## src/rtl/fp_search_ctrl.sv

```systemverilog
// rtl/fp_search_ctrl.sv - fast-search sequencer: sweeps template vs test rows over vertical offsets
// Accumulates AND-popcount per offset and reports the best offset, its score and a threshold match.
module fp_search_ctrl #(
  parameter int ROWS      = 256,
  parameter int ADDR_W    = 8,
  parameter int DATA_W    = 256,
  parameter int MAX_SHIFT = 8,
  parameter int OFF_W     = 5,
  parameter int SCORE_W   = 17
) (
  input  logic                     search_out_clk,
  input  logic                     rst,
  input  logic                     start,
  input  logic [SCORE_W-1:0]       threshold,
  output logic [ADDR_W-1:0]        search_out_add,
  output logic [ADDR_W-1:0]        search_out_add_test,
  input  logic [2*DATA_W-1:0]      search_out_data,
  output logic                     busy,
  output logic                     done,
  output logic                     match,
  output logic [SCORE_W-1:0]       best_score,
  output logic signed [OFF_W-1:0]  best_offset
);

  localparam int PC_W = $clog2(DATA_W + 1);
  localparam logic signed [OFF_W-1:0]    OFF_MAX  = OFF_W'(MAX_SHIFT);
  localparam logic signed [OFF_W-1:0]    OFF_MIN  = -OFF_MAX;
  localparam logic [ADDR_W-1:0]          ROW_LAST = ADDR_W'(ROWS - 1);
  localparam logic signed [ADDR_W+1:0]   ROW_LIM  = (ADDR_W + 2)'(ROWS);

  typedef enum logic [1:0] {
    S_IDLE  = 2'd0,
    S_SCAN  = 2'd1,
    S_DRAIN = 2'd2,
    S_DONE  = 2'd3
  } state_t;

  state_t                   state_q, state_d;
  logic [ADDR_W-1:0]        r_q, r_d;
  logic signed [OFF_W-1:0]  o_q, o_d;
  logic [SCORE_W-1:0]       thr_q, thr_d;
  logic [SCORE_W-1:0]       acc_q, acc_d;
  logic [SCORE_W-1:0]       best_score_q, best_score_d;
  logic signed [OFF_W-1:0]  best_off_q, best_off_d;
  logic                     match_q, match_d;
  logic                     stg_vld_q, stg_vld_d;
  logic                     stg_msk_q, stg_msk_d;
  logic                     stg_last_q, stg_last_d;
  logic signed [OFF_W-1:0]  stg_off_q, stg_off_d;

  logic signed [ADDR_W+1:0] tst_row;
  logic                     in_range;
  logic [PC_W-1:0]          pc;
  logic [SCORE_W-1:0]       contrib;
  logic [SCORE_W-1:0]       score;

  function automatic logic [PC_W-1:0] popcnt(input logic [DATA_W-1:0] v);
    logic [PC_W-1:0] c;
    c = '0;
    for (int i = 0; i < DATA_W; i++) begin
      c = c + PC_W'(v[i]);
    end
    return c;
  endfunction

  // Test row index is r+o, which may fall outside the template; those rows are masked.
  always_comb begin
    tst_row  = $signed({2'b00, r_q}) + $signed({{(ADDR_W + 2 - OFF_W){o_q[OFF_W-1]}}, o_q});
    in_range = !tst_row[ADDR_W+1] && (tst_row < ROW_LIM);
  end

  assign search_out_add      = (state_q == S_SCAN) ? r_q : '0;
  assign search_out_add_test = (state_q == S_SCAN && in_range) ? tst_row[ADDR_W-1:0] : '0;

  assign pc      = popcnt(search_out_data[2*DATA_W-1:DATA_W] & search_out_data[DATA_W-1:0]);
  assign contrib = (stg_vld_q && !stg_msk_q) ? SCORE_W'(pc) : '0;
  assign score   = acc_q + contrib;

  always_comb begin
    state_d      = state_q;
    r_d          = r_q;
    o_d          = o_q;
    thr_d        = thr_q;
    acc_d        = acc_q;
    best_score_d = best_score_q;
    best_off_d   = best_off_q;
    match_d      = match_q;
    stg_vld_d    = 1'b0;
    stg_msk_d    = 1'b0;
    stg_last_d   = 1'b0;
    stg_off_d    = stg_off_q;

    case (state_q)
      S_IDLE: begin
        if (start) begin
          thr_d        = threshold;
          r_d          = '0;
          o_d          = OFF_MIN;
          acc_d        = '0;
          best_score_d = '0;
          best_off_d   = OFF_MIN;
          match_d      = 1'b0;
          state_d      = S_SCAN;
        end
      end
      S_SCAN: begin
        stg_vld_d  = 1'b1;
        stg_msk_d  = !in_range;
        stg_last_d = (r_q == ROW_LAST);
        stg_off_d  = o_q;
        if (r_q == ROW_LAST) begin
          r_d = '0;
          if (o_q == OFF_MAX) begin
            state_d = S_DRAIN;
          end else begin
            o_d = o_q + OFF_W'(1);
          end
        end else begin
          r_d = r_q + ADDR_W'(1);
        end
      end
      S_DRAIN: state_d = S_DONE;
      S_DONE:  state_d = S_IDLE;
      default: state_d = S_IDLE;
    endcase

    // Read stage retires one cycle behind its address; strict > keeps the earliest offset on ties.
    if (stg_vld_q) begin
      if (stg_last_q) begin
        acc_d = '0;
        if (score > best_score_q) begin
          best_score_d = score;
          best_off_d   = stg_off_q;
        end
      end else begin
        acc_d = score;
      end
    end

    // The final offset resolves while draining, so the decision is ready in the DONE cycle.
    if (state_q == S_DRAIN) begin
      match_d = (best_score_d >= thr_q);
    end
  end

  always_ff @(posedge search_out_clk or posedge rst) begin
    if (rst) begin
      state_q      <= S_IDLE;
      r_q          <= '0;
      o_q          <= '0;
      thr_q        <= '0;
      acc_q        <= '0;
      best_score_q <= '0;
      best_off_q   <= '0;
      match_q      <= 1'b0;
      stg_vld_q    <= 1'b0;
      stg_msk_q    <= 1'b0;
      stg_last_q   <= 1'b0;
      stg_off_q    <= '0;
    end else begin
      state_q      <= state_d;
      r_q          <= r_d;
      o_q          <= o_d;
      thr_q        <= thr_d;
      acc_q        <= acc_d;
      best_score_q <= best_score_d;
      best_off_q   <= best_off_d;
      match_q      <= match_d;
      stg_vld_q    <= stg_vld_d;
      stg_msk_q    <= stg_msk_d;
      stg_last_q   <= stg_last_d;
      stg_off_q    <= stg_off_d;
    end
  end

  assign busy        = (state_q != S_IDLE);
  assign done        = (state_q == S_DONE);
  assign match       = match_q;
  assign best_score  = best_score_q;
  assign best_offset = best_off_q;

endmodule

```

## config.mk

```make
export PLATFORM = sky130hd
export DESIGN_NAME = fp_search_ctrl
export DESIGN_NICKNAME = d
export VERILOG_FILES = /design/src/rtl/fp_search_ctrl.sv
export SDC_FILE = /design/constraint.sdc
export NUM_CORES = 1
export LEC_CHECK = 0
export BUFFER_PORTS_ARGS = -buffer_cell sky130_fd_sc_hd__buf_2
export CAP_MARGIN = 20
export CORE_AREA = 2 2 220 222
export DETAILED_ROUTE_END_ITERATION = 10
export DIE_AREA = 0 0 222 224
export PLACE_DENSITY = 0.63
export SETUP_SLACK_MARGIN = 0.3
export SLEW_MARGIN = 10
export SYNTH_ARGS = -nofsm -noshare
export SYNTH_HDL_FRONTEND = slang
export SYNTH_SLANG_ARGS = --single-unit
```

## constraint.sdc

```tcl
create_clock -name search_out_clk -period 6.7 [get_ports search_out_clk]
set_input_delay 0.335 -clock search_out_clk [delete_from_list [all_inputs] [get_ports search_out_clk]]
set_output_delay 0.335 -clock search_out_clk [all_outputs]
set_load 0.005 [all_outputs]
```

**Word-level counts from Yosys, hierarchy flattened**

Index checks and enable logic that the tools add are counted.

- Register bits after elaboration: 80
- Logic and storage cells: 337
- Bits of input ports: 532

- Mux-type cells: 34
- Bitwise operators: 1
- Reductions and logical operators: 19
- Equality and inequality tests: 9
- Order comparisons: 3
- Add/sub/neg operators: 259

Operator list:

| cell | number |
|---|---|
| $add A9 B1 Y9 | 247 |
| $and A256 B256 Y256 | 1 |
| $mux W17 | 9 |
| $mux W5 | 8 |
| $mux W8 | 4 |
| $add A17 B9 Y17 | 1 |
| $ge A17 B17 Y1 | 1 |
| $gt A17 B17 Y1 | 1 |
| $pmux W8 S2 | 1 |
| $reduce_bool A2 Y1 | 6 |
| $add A9 B5 Y10 | 1 |
| $lt A10 B10 Y1 const B | 1 |
| $pmux W5 S2 | 1 |
| $add A8 B1 Y9 | 1 |
| $mux W9 | 1 |
| $add A7 B1 Y8 | 1 |
| $add A8 B1 Y8 const B | 1 |
| $eq A8 B8 Y1 const B | 1 |
| $pmux W2 S4 | 1 |
| $reduce_and A2 Y1 | 4 |
| $add A6 B1 Y7 | 1 |
| $add A5 B1 Y6 | 1 |
| $mux W1 | 6 |
| $mux W2 | 3 |
| 15 further kinds | 22 |

**Longest topological paths before layout**

Gate-level depths: netlist of run 1.

- Depth in word-level cells: 264
- Depth in mapped cells: 51
- Gate-level depth less buffers: 50

**Worst setup path after synthesis of run 1**

OpenSTA, ideal clock, no wires.

- Kind: input port to flip-flop
- Start: in search_out_data[481]
- End: reg match_q (netlist: match)
- Arrival time: 11.590 ns
- Cell stages on the path: 48
- Data required time: 6.572 ns
- Path slack: -5.018 ns
- Library setup time: 0.128 ns
- Cell sequence: and2_1 fa_1 inv_1 fa_1 inv_1 fa_1 fa_1 inv_1 fa_1 fa_1 inv_1 fa_1 inv_1 fa_1 inv_1 fa_1 inv_1 fa_1 [12 not listed] nor2_1 a2bb2oi_4 nand4_2 xnor2_1 ha_1 nand4_1 nor4_2 a221oi_2 a21oi_4 buf_6 mux2_4 ha_1 a21oi_1 nor2b_1 o21ai_0 o21ai_0 a211oi_1 o31ai_1

- Word-level cells in the longest chain between the ends: 40

Ends and longest elaborated chain:

| what | line | text |
|---|---|---|
| start: declaration | 17 | `input logic [2*DATA_W-1:0] search_out_data,` |
| $and A256 B256 Y256 (*) | 75 | `assign pc = popcnt(search_out_data[2*DATA_W-1:DATA_W] & search_out_data[DATA_W-1:0]);` |
| $add A9 B1 Y9 (*) (31 in series) | 61 | `c = c + PC_W'(v[i]);` |
| $mux W9 (*) | 76 | `assign contrib = (stg_vld_q && !stg_msk_q) ? SCORE_W'(pc) : '0;` |
| $add A17 B9 Y17 (*) | 77 | `assign score = acc_q + contrib;` |
| $gt A17 B17 Y1 | 131 | `if (score > best_score_q) begin` |
| $mux W17 (*) | 131 |  |
| $mux W17 (*) | 129 | `if (stg_last_q) begin` |
| $mux W17 (*) | 128 | `if (stg_vld_q) begin` |
| net best_score_d[10] | 43 | `logic [SCORE_W-1:0] best_score_q, best_score_d;` |
| $ge A17 B17 Y1 (*) | 142 | `match_d = (best_score_d >= thr_q);` |
| $mux W1 (*) | 141 | `if (state_q == S_DRAIN) begin` |
| end signal: assignment | 168 | `match_q <= match_d;` |
| end: declaration | 45 | `logic match_q, match_d;` |

Mark *: on every way through the listed nets, which the timed path passes. The rest lies on a longest branch.
A chain may end at the register's enable or synchronous reset.

**Worst setup path after layout of run 1**

- Start: in search_out_data[355]
- End: reg match_q (netlist: match)

- Word-level cells in the longest chain between the ends: 166

Ends and longest elaborated chain:

| what | line |
|---|---|
| $and A256 B256 Y256 (*) | 75 |
| $add A9 B1 Y9 (*) (157 in series) | 61 |
| $mux W9 (*) | 76 |
| $add A17 B9 Y17 (*) | 77 |
| $gt A17 B17 Y1 | 131 |
| $mux W17 (*) | 131 |
| $mux W17 (*) | 129 |
| $mux W17 (*) | 128 |
| net best_score_d[8] | 43 |
| $ge A17 B17 Y1 (*) | 142 |
| $mux W1 (*) | 141 |

Marked as above.

==> results of run 1 <==
## final cells by class
cell class                      instances  area, um2  area share
Multi-Input combinational cell        951      10500       0.562
Timing Repair Buffer                  679       3890       0.209
Antenna cell                           23       57.6     0.00309
Inverter                              291       1100      0.0588
Tap cell                              615        769      0.0413
Clock inverter                          7        120     0.00644
Clock buffer                            9        225      0.0121
Sequential cell                        80       2000       0.107
## routing by layer
metal  up-vias  routed length [um]  GRT usage
met4        36                1440     0.0741
met1      5845               20400      0.246
met2       389               27400      0.372
li1       5493                   -          -
met3       108                3370     0.0498
met5         -                 226          0
## flip-flops by register name, indices dropped and copies added (netlist names)
signal / flops
stg_last_q: 1
thr_q: 17
r_q: 8
state_q: 2
best_score: 17
stg_off_q: 5
acc_q: 17
stg_vld_q: 1
o_q: 5
stg_msk_q: 1
best_offset: 5
match: 1
## cells by family (layout without fill, tap and decap cells)
kind of cell,after synthesis,count (layout),synth area share
AND/OR/NAND/NOR,401,401,0.158
flip-flops,80,80,0.154
AO/OA/AOI/OAI,134,134,0.0687
XOR/XNOR,30,30,0.0202
adder cells (fa/ha/maj),342,342,0.471
multiplexers,44,44,0.0389
other,0,23,0
buffers and inverters,306,986,0.0895
## worst max-delay path by stage
stage	from	endpoint	slack [ps]	cells past startpoint
floorplan	search_out_data[429]	match	-4610	48
global route	search_out_data[187]	match	-5420	51
global placement	search_out_data[431]	match	-5230	46
finish	search_out_data[355]	match	-4910	51
CTS	search_out_data[185]	match	-4990	51
detailed placement	search_out_data[185]	match	-5490	50
## Yosys cell counts, types with 2 or more instances
cell      count
mux2_2       23
and3_1       13
o41ai_1       2
a221oi_2      2
o31ai_1       6
nand4_1       7
dfrtp_1      80
nand3_1      14
a31oi_1       6
o21bai_1      2
a21oi_1      38
xor2_1       17
nor2_1       26
o211ai_1      3
ha_1         98
a22o_1        3
fa_1        244
nor3_1        7
mux2i_1      14
clkbuf_1     12
a211oi_1      4
nand2b_1      6
or3_1         2
xnor2_1      13
and2_1      152
o21ai_0      37
inv_1       291
mux2_4        7
a21o_1       10
nand3_2       2
o21ai_1       6
nor2b_1       7
nand2_1     160
## worst min-delay path, stage by stage
cell and delay (ps):
buf_2 100, inv_2 30, buf_4 270
## through the flow
stage	TNS (ps)	area (um2)	setup slack, ps
floorplan	-115640	13200	-4610
global placement	-141990	17300	-5230
detailed placement	-147460	17300	-5490
CTS	-129290	18100	-4990
global route	-143930	18600	-5420
finish	-128600	18600	-4910
## timing repair
item	in CTS	in global routing
pin swaps	29	49
buffers inserted	17	17
setup endpoints to repair	40	40
gates resized for setup	79	72
==> summary.txt, run 1 <==
Die
  – Io pins: 573
  – Starting Density: 0.274
  – Die area: 49700 um2
  – CORE AREA: 47300 um2
  – Die Width: 222 um
  – # rows: 80
  – Die H: 224 um

Worst hold path
  – Worst hold path type: input pin to async pin

Critical path
  – Arr. time, crit path: 11860 ps
  – FF-to-FF Start: stg_vld_q
  – R2r setup slk: 1300 ps
  – Worst-path fanout max: 7
  – CP max stage delay: 580 ps
  – CP delay by family, top: adder cells
  – Critical Path Slowest Stage Cell: fa_2
  – Worst EP required: 6950 ps
  – Crit start category: input pin
  – R2r endpoint: match
  – Worst setup EP type: flop
  – R2R depth: 29
  – Crit path buf inv count: 12
  – Setup CP Type: input pin to flop
  – Crit-path most repeated cell: fa_1

Yosys
  – Mapped Area: 13000 um2
  – Ys async rst share: 1.00
  – Yosys warning total: 0
  – Yosys top cell by area: fa_1
  – Post-Syn Instances: 1337
  – Synth cell types: 56
  – Sequential share of the synthesized area: 0.154
  – Mapped Avg Cell Area: 9.71 um2
  – FF+latch count, synth: 80
  – EDFF count, synth: 0
  – Synth top area cells: fa_1 (38%), dfrtp_1 (15%), ha_1 (9.4%)
  – Commonest register cell after synthesis: dfrtp_1
  – Post-synth top area share: 0.376
  – Post-Syn Nets: 2211

CTS
  – TritonCTS clock tree: yes
  – Clk buf depth: 2
  – Worst-path clk slew: 60 ps
  – H-tree Lvls: 3
  – Clock Sinks: 80
  – Total CTS buffers: 9
  – Post-CTS Hold Fix Bufs: 0
  – Root buffer cell: clkbuf_16
  – Later-pin clock latency in the skew report: 340 ps

Outcome
  – Violated checks: negative setup slack
  – Status: finished, violations left

Finish
  – Final core utilization: 0.394
  – Most common cell after layout, fill and taps aside: buf_2
  – Fin nets: 2886
  – Non-Filler Instances: 2655
  – Most frequent cells in the layout: buf_2 (569), inv_1 (272), fa_1 (231), nand2_1 (152), and2_1 (143)
  – Layout area overhead: 43.7%
  – Filler cell count: 4713
  – Layout cells sized above 1: 0.421

STA
  – Setup slack after layout: -4910 ps
  – Max Clock Freq: 86.1 MHz
  – Max Slew Vio Count: 0
  – RSZ-0062 raised after global routing: yes
  – Slew HR: 0.359
  – Clk_skew: 9.47 ps
  – Worst hold slack: 13.9 ps
  – Final hold vios: 0
  – Final min period: 11610 ps
  – Final worst path period share: 1.73
  – Setup-failing EPs final: 40
  – Slew @ Worst Pin: 962 ps

Placed design
  – Port Buffer Count: 572
  – Post-DP HPWL: 48.2 mm
  – Placed instance count: 2581
  – RD Place Congestion: 1.07

Global routing
  – Largest net degree at the start of global routing: 81
  – Total GRT Usage: 0.209
  – Vias in the first global route: 12700
  – Initial antenna violation count: 68
  – Grt ovf: 0
  – First-pass GRT wire length: 76.2 mm

Job
  – Max-Cap Viols: 0

Route
  – DRT antenna net count: 0
  – WL/cell: 19.9 um
  – DRC violation count after routing: 0
  – Starting DRC count in detailed routing: 505
  – Total Routed Length: 52.8 mm
  – TritonRoute pass-1 iters: 7
  – Via density: 4.47
  – Via count: 11900
Power of run 1 is left out: the tool's default activity adds up to more than one toggle a clock period on the data nets, which glitch-free logic cannot reach.
==> run 2, diff against run 1 <==
--- a/config.mk
+++ b/config.mk
@@ -5,12 +5,13 @@
 export SDC_FILE = /design/constraint.sdc
 export NUM_CORES = 1
 export LEC_CHECK = 0
+export ABC_AREA = 1
 export BUFFER_PORTS_ARGS = -buffer_cell sky130_fd_sc_hd__buf_2
 export CAP_MARGIN = 20
-export CORE_AREA = 2 2 220 222
+export CORE_AREA = 2 2 225 227
 export DETAILED_ROUTE_END_ITERATION = 10
-export DIE_AREA = 0 0 222 224
-export PLACE_DENSITY = 0.63
+export DIE_AREA = 0 0 227 229
+export PLACE_DENSITY = 0.55
 export SETUP_SLACK_MARGIN = 0.3
 export SLEW_MARGIN = 10
 export SYNTH_ARGS = -nofsm -noshare
==> summary.txt, run 2 <==
Route
  – Starting DRC count in detailed routing: 493
  – DRT antenna net count: 0
  – Via density: 4.22
  – Total Routed Length: 53.7 mm
  – TritonRoute pass-1 iters: 5
  – Via count: 13100
  – DRC violation count after routing: 0
  – WL/cell: 17.3 um

Yosys
  – Top cells by count, synth: inv_1 (512), nand2_1 (481), fa_1 (244)
  – Sequential share of the synthesized area: 0.148
  – Mapped Area: 13600 um2
  – Yosys top cell by area: fa_1
  – EDFF count, synth: 0
  – Commonest register cell after synthesis: dfrtp_1
  – Ys async rst share: 1.00
  – Synth top area cells: fa_1 (36%), dfrtp_1 (15%), inv_1 (14%)
  – Yosys warning total: 0
  – Synth cell types: 38
  – Mapped Avg Cell Area: 7.83 um2
  – Post-synth top area share: 0.360
  – FF+latch count, synth: 80
  – Post-Syn Nets: 2606
  – Top-count cell post-synth: inv_1
  – Post-Syn Instances: 1732

Placed design
  – Post-DP HPWL: 48.5 mm
  – RD Place Congestion: 0.976
  – Port Buffer Count: 572
  – Dpl ws: -4560 ps
  – Placed instance count: 3027

Global routing
  – Largest net degree at the start of global routing: 81
  – Total GRT Usage: 0.210
  – Vias in the first global route: 14500
  – First-pass GRT wire length: 81.4 mm
  – Initial antenna violation count: 32
  – Grt ovf: 0

CTS
  – Root buffer cell: clkbuf_16
  – TritonCTS clock tree: yes
  – Later-pin clock latency in the skew report: 350 ps
  – Post-CTS Hold Fix Bufs: 0
  – Worst-path clk slew: 60 ps
  – Clock Sinks: 80
  – Total CTS buffers: 9
  – H-tree Lvls: 3
  – Clk buf depth: 2

Die
  – Die H: 229 um
  – CORE AREA: 49700 um2
  – Die area: 52000 um2
  – Starting Density: 0.273
  – # rows: 82
  – Die Width: 227 um
  – Io pins: 573

Critical path
  – Setup CP Type: input pin to flop
  – Worst setup EP type: flop
  – Worst EP required: 6980 ps
  – Worst-path fanout max: 7
  – CP max stage delay: 570 ps
  – Crit-path most repeated cell: fa_1
  – Crit start category: input pin
  – Arr. time, crit path: 10870 ps
  – Critical Path Slowest Stage Cell: fa_1

STA
  – Setup slack after layout: -3890 ps
  – Setup_tns: -103970 ps
  – Final worst path period share: 1.58
  – Setup-failing EPs final: 40
  – Slew @ Worst Pin: 869 ps
  – Clk_skew: 8.48 ps
  – Slew HR: 0.421
  – RSZ-0062 raised after global routing: yes
  – Final min period: 10590 ps
  – Max Slew Vio Count: 0
  – Worst hold slack: 97.3 ps
  – Max Clock Freq: 94.4 MHz
  – Final hold vios: 0

Outcome
  – Violated checks: negative setup slack
  – Status: finished, violations left

Finish
  – Most frequent cells in the layout: buf_2 (561), inv_1 (489), nand2_1 (403), fa_1 (233), ha_1 (83)
  – Footprint of the multi-input gates: 10500 um2
  – FF+latch area: 2000 um2
  – Layout area overhead: 43.9%
  – Filler cell count: 5259
  – Layout cells sized above 1: 0.374
  – Most common cell after layout, fill and taps aside: buf_2
  – Fin nets: 3286
  – Non-Filler Instances: 3103

Worst hold path
  – Worst hold path type: input pin to async pin

Job
  – Max-Cap Viols: 0
run 2: cell count changes after synthesis, sizes merged, moves of 27 or more:
cell and delta:
and2 -151, nand2 +326, mux2 -30, inv +223, nor2 +53, o21ai +27
nand3 +35
run 2: layer usage:
layer | vias up | track usage | share of wire
met5 | - | 0.0142 | 0.0045
met2 | 350 | 0.374 | 0.50
met3 | 81 | 0.0470 | 0.074
met4 | 24 | 0.0478 | 0.018
met1 | 6262 | 0.256 | 0.40
li1 | 6385 | - | -
run 2: cell type report:
type / instances / share of cell area
Clock buffer: 12 / 0.0131
Multi-Input combinational cell: 1126 / 0.536
Antenna cell: 14 / 0.00180
Sequential cell: 80 / 0.103
Inverter: 515 / 0.0995
Tap cell: 672 / 0.0431
Timing Repair Buffer: 680 / 0.202
Clock inverter: 4 / 0.00263
run 2: repair_timing:
| item | 4_1_cts | 5_1_grt |
|---|---|---|
| hold endpoints to repair | 0 | 0 |
| pin swaps | 73 | 47 |
| cloned | 2 | 0 |
| buffers inserted | 32 | 11 |
| endpoints found under the setup margin | 40 | 40 |
| gates resized for setup | 161 | 95 |
run 2: worst max-delay path, delay by kind of cell:
kind | cells | cell delay [ps]
AOI/OAI and AO/OA | 4 | 360
and+or+nand+nor | 12 | 1230
adders and majority gates | 16 | 6960
buffers and inverters | 20 | 1830
xor gates and xnor gates | 1 | 150
run 2: cells by family after synthesis:
logic type / Yosys count / share of synthesized area
adders and majority gates: 342 / 0.451
buffers and inverters: 528 / 0.148
AOI/OAI and AO/OA: 128 / 0.0543
xor gates and xnor gates: 18 / 0.0116
DFF: 80 / 0.148
and+or+nand+nor: 636 / 0.187
run 2: through the flow:
stage,instance area [um2],utilization
detailed placement,17800,0.358
CTS,19000,0.383
floorplan,13700,-
global placement,17800,0.358
global route,19500,0.392
finish,19500,0.393
run 2: worst paths after layout:
check / startpoint / to / slack [ps] / cells past startpoint
hold / removal: rst / thr_q[7] / 100 / 3
max in group asynchronous: rst / acc_q[8] / 6010 / 4
hold reg to reg: thr_q[0] / thr_q[0] / 500 / 2
setup / recovery: search_out_data[457] / match / -3890 / 53
setup reg to reg: stg_vld_q / match / 1870 / 33
min in group search_out_clk: threshold[8] / thr_q[8] / 200 / 3
Power of run 2 is left out for the same reason.
==> run 3, diff against run 2 <==
--- a/config.mk
+++ b/config.mk
@@ -11,7 +11,8 @@
 export CORE_AREA = 2 2 225 227
 export DETAILED_ROUTE_END_ITERATION = 10
 export DIE_AREA = 0 0 227 229
-export PLACE_DENSITY = 0.55
+export MAX_ROUTING_LAYER = met4
+export PLACE_DENSITY = 0.53
 export SETUP_SLACK_MARGIN = 0.3
 export SLEW_MARGIN = 10
 export SYNTH_ARGS = -nofsm -noshare
==> summary.txt, run 3 (synthesis results as in run 2) <==
Worst hold path
  – Worst hold path type: input pin to async pin

CTS
  – TritonCTS clock tree: yes
  – Later-pin clock latency in the skew report: 360 ps
  – Post-CTS Hold Fix Bufs: 0
  – Total CTS buffers: 9
  – H-tree Lvls: 3
  – Clk buf depth: 2
  – Root buffer cell: clkbuf_16
  – Worst-path clk slew: 70 ps
  – Clock Sinks: 80

Global routing
  – Largest net degree at the start of global routing: 81
  – First-pass GRT wire length: 82.1 mm
  – Total GRT Usage: 0.223
  – Initial antenna violation count: 36
  – Grt ovf: 0
  – Vias in the first global route: 14100

Route
  – Total Routed Length: 55.4 mm
  – Starting DRC count in detailed routing: 563
  – Via count: 13000
  – Via density: 4.18
  – TritonRoute pass-1 iters: 5
  – DRC violation count after routing: 0
  – DRT antenna net count: 0
  – WL/cell: 17.8 um

Finish
  – Layout cells sized above 1: 0.370
  – Final core utilization: 0.392
  – Cell area after layout: 19500 um2
  – Most frequent cells in the layout: buf_2 (566), inv_1 (482), nand2_1 (409), fa_1 (238), ha_1 (82)
  – Most common cell after layout, fill and taps aside: buf_2
  – Layout area overhead: 43.5%
  – Fin nets: 3282

STA
  – Final worst path period share: 1.59
  – Worst hold slack: 110 ps
  – Max Slew Vio Count: 0
  – Max Clock Freq: 94.1 MHz
  – Slew HR: 0.407
  – RSZ-0062 raised after global routing: yes
  – Setup slack after layout: -3930 ps
  – Final min period: 10630 ps
  – Clk_skew: 11.2 ps
  – Setup-failing EPs final: 40
  – Slew @ Worst Pin: 889 ps
  – Final hold vios: 0

Critical path
  – Critical Path Slowest Stage Cell: fa_1
  – Crit-path most repeated cell: fa_1
  – CP max stage delay: 560 ps
  – Setup CP Type: input pin to flop
  – Worst-path fanout max: 7
  – Crit start category: input pin
  – Crit. Startpoint: search_out_data[445]
  – Arr. time, crit path: 10920 ps
  – Worst EP required: 6990 ps
  – Worst setup EP type: flop
  – FF-to-FF Start: stg_vld_q

Outcome
  – Status: finished, violations left
  – Violated checks: negative setup slack

Die
  – # rows: 82
  – Io pins: 573
  – Die area: 52000 um2
  – CORE AREA: 49700 um2
  – Die Width: 227 um
  – Die H: 229 um
  – Starting Density: 0.273

Placed design
  – Dpl ws: -4560 ps
  – RD Place Congestion: 1.04
  – Post-DP HPWL: 50.4 mm
  – Area after DPL: 17800 um2
  – Port Buffer Count: 572

Job
  – Max-Cap Viols: 0
## run 3: changes by cell type in the layout (fill, tap and decap cells not counted), moves of 6 or more
cell,previous run,this run
buf_6,41,32
o21ai_2,17,9
nand2_1,403,409
o21ai_1,8,14
nand2_2,63,54
inv_1,489,482
inv_2,23,32
diode_2,14,21
## run 3: final cells by class
class                           count  area, um2
Sequential cell                    80       2000
Antenna cell                       21       52.6
Timing Repair Buffer              676       3840
Clock inverter                      6       51.3
Multi-Input combinational cell   1126      10500
Fill cell                        5253      30200
Clock buffer                       10        239
Tap cell                          672        841
Inverter                          515       1930
## run 3: per-layer routing
metal	wire length [um]	vias up	global-route usage
met4	795	0	0.0451
li1	-	6386	-
met5	0	-	-
met2	27900	386	0.378
met3	3360	50	0.0432
met1	23400	6153	0.275
## run 3: worst max-delay path: cells and delay by family
family / cells / cell delay (ps)
adder cells (fa/ha/maj): 16 / 7000
XOR/XNOR: 2 / 360
AND/OR/NAND/NOR: 24 / 2040
buffers and inverters: 14 / 870
AO/OA/AOI/OAI: 2 / 290
## run 3: path summary, 6_finish.rpt
path                                       end  slack (ps)  depth (start not counted)
worst max-delay path                     match       -3930                         58
worst min-delay path                    r_q[4]         110                          3
worst max register to register           match        1980                         32
worst min register to register  best_offset[1]         530                          2
max in group asynchronous             acc_q[7]        5950                          4
min in group search_out_clk           thr_q[6]         190                          3
## run 3: through the flow
step	cells	setup TNS, ps
global placement	3031	-120540
CTS	3069	-103330
floorplan	1732	-91260
finish	3106	-105820
detailed placement	3031	-123520
global route	3104	-120390
## run 3: what timing repair did
action / CTS / global route
cloned: 2 / 0
resized for setup: 112 / 134
pin swaps: 62 / 71
setup buffers: 20 / 15
setup endpoints to repair: 40 / 40
Power of run 3 is left out for the same reason.
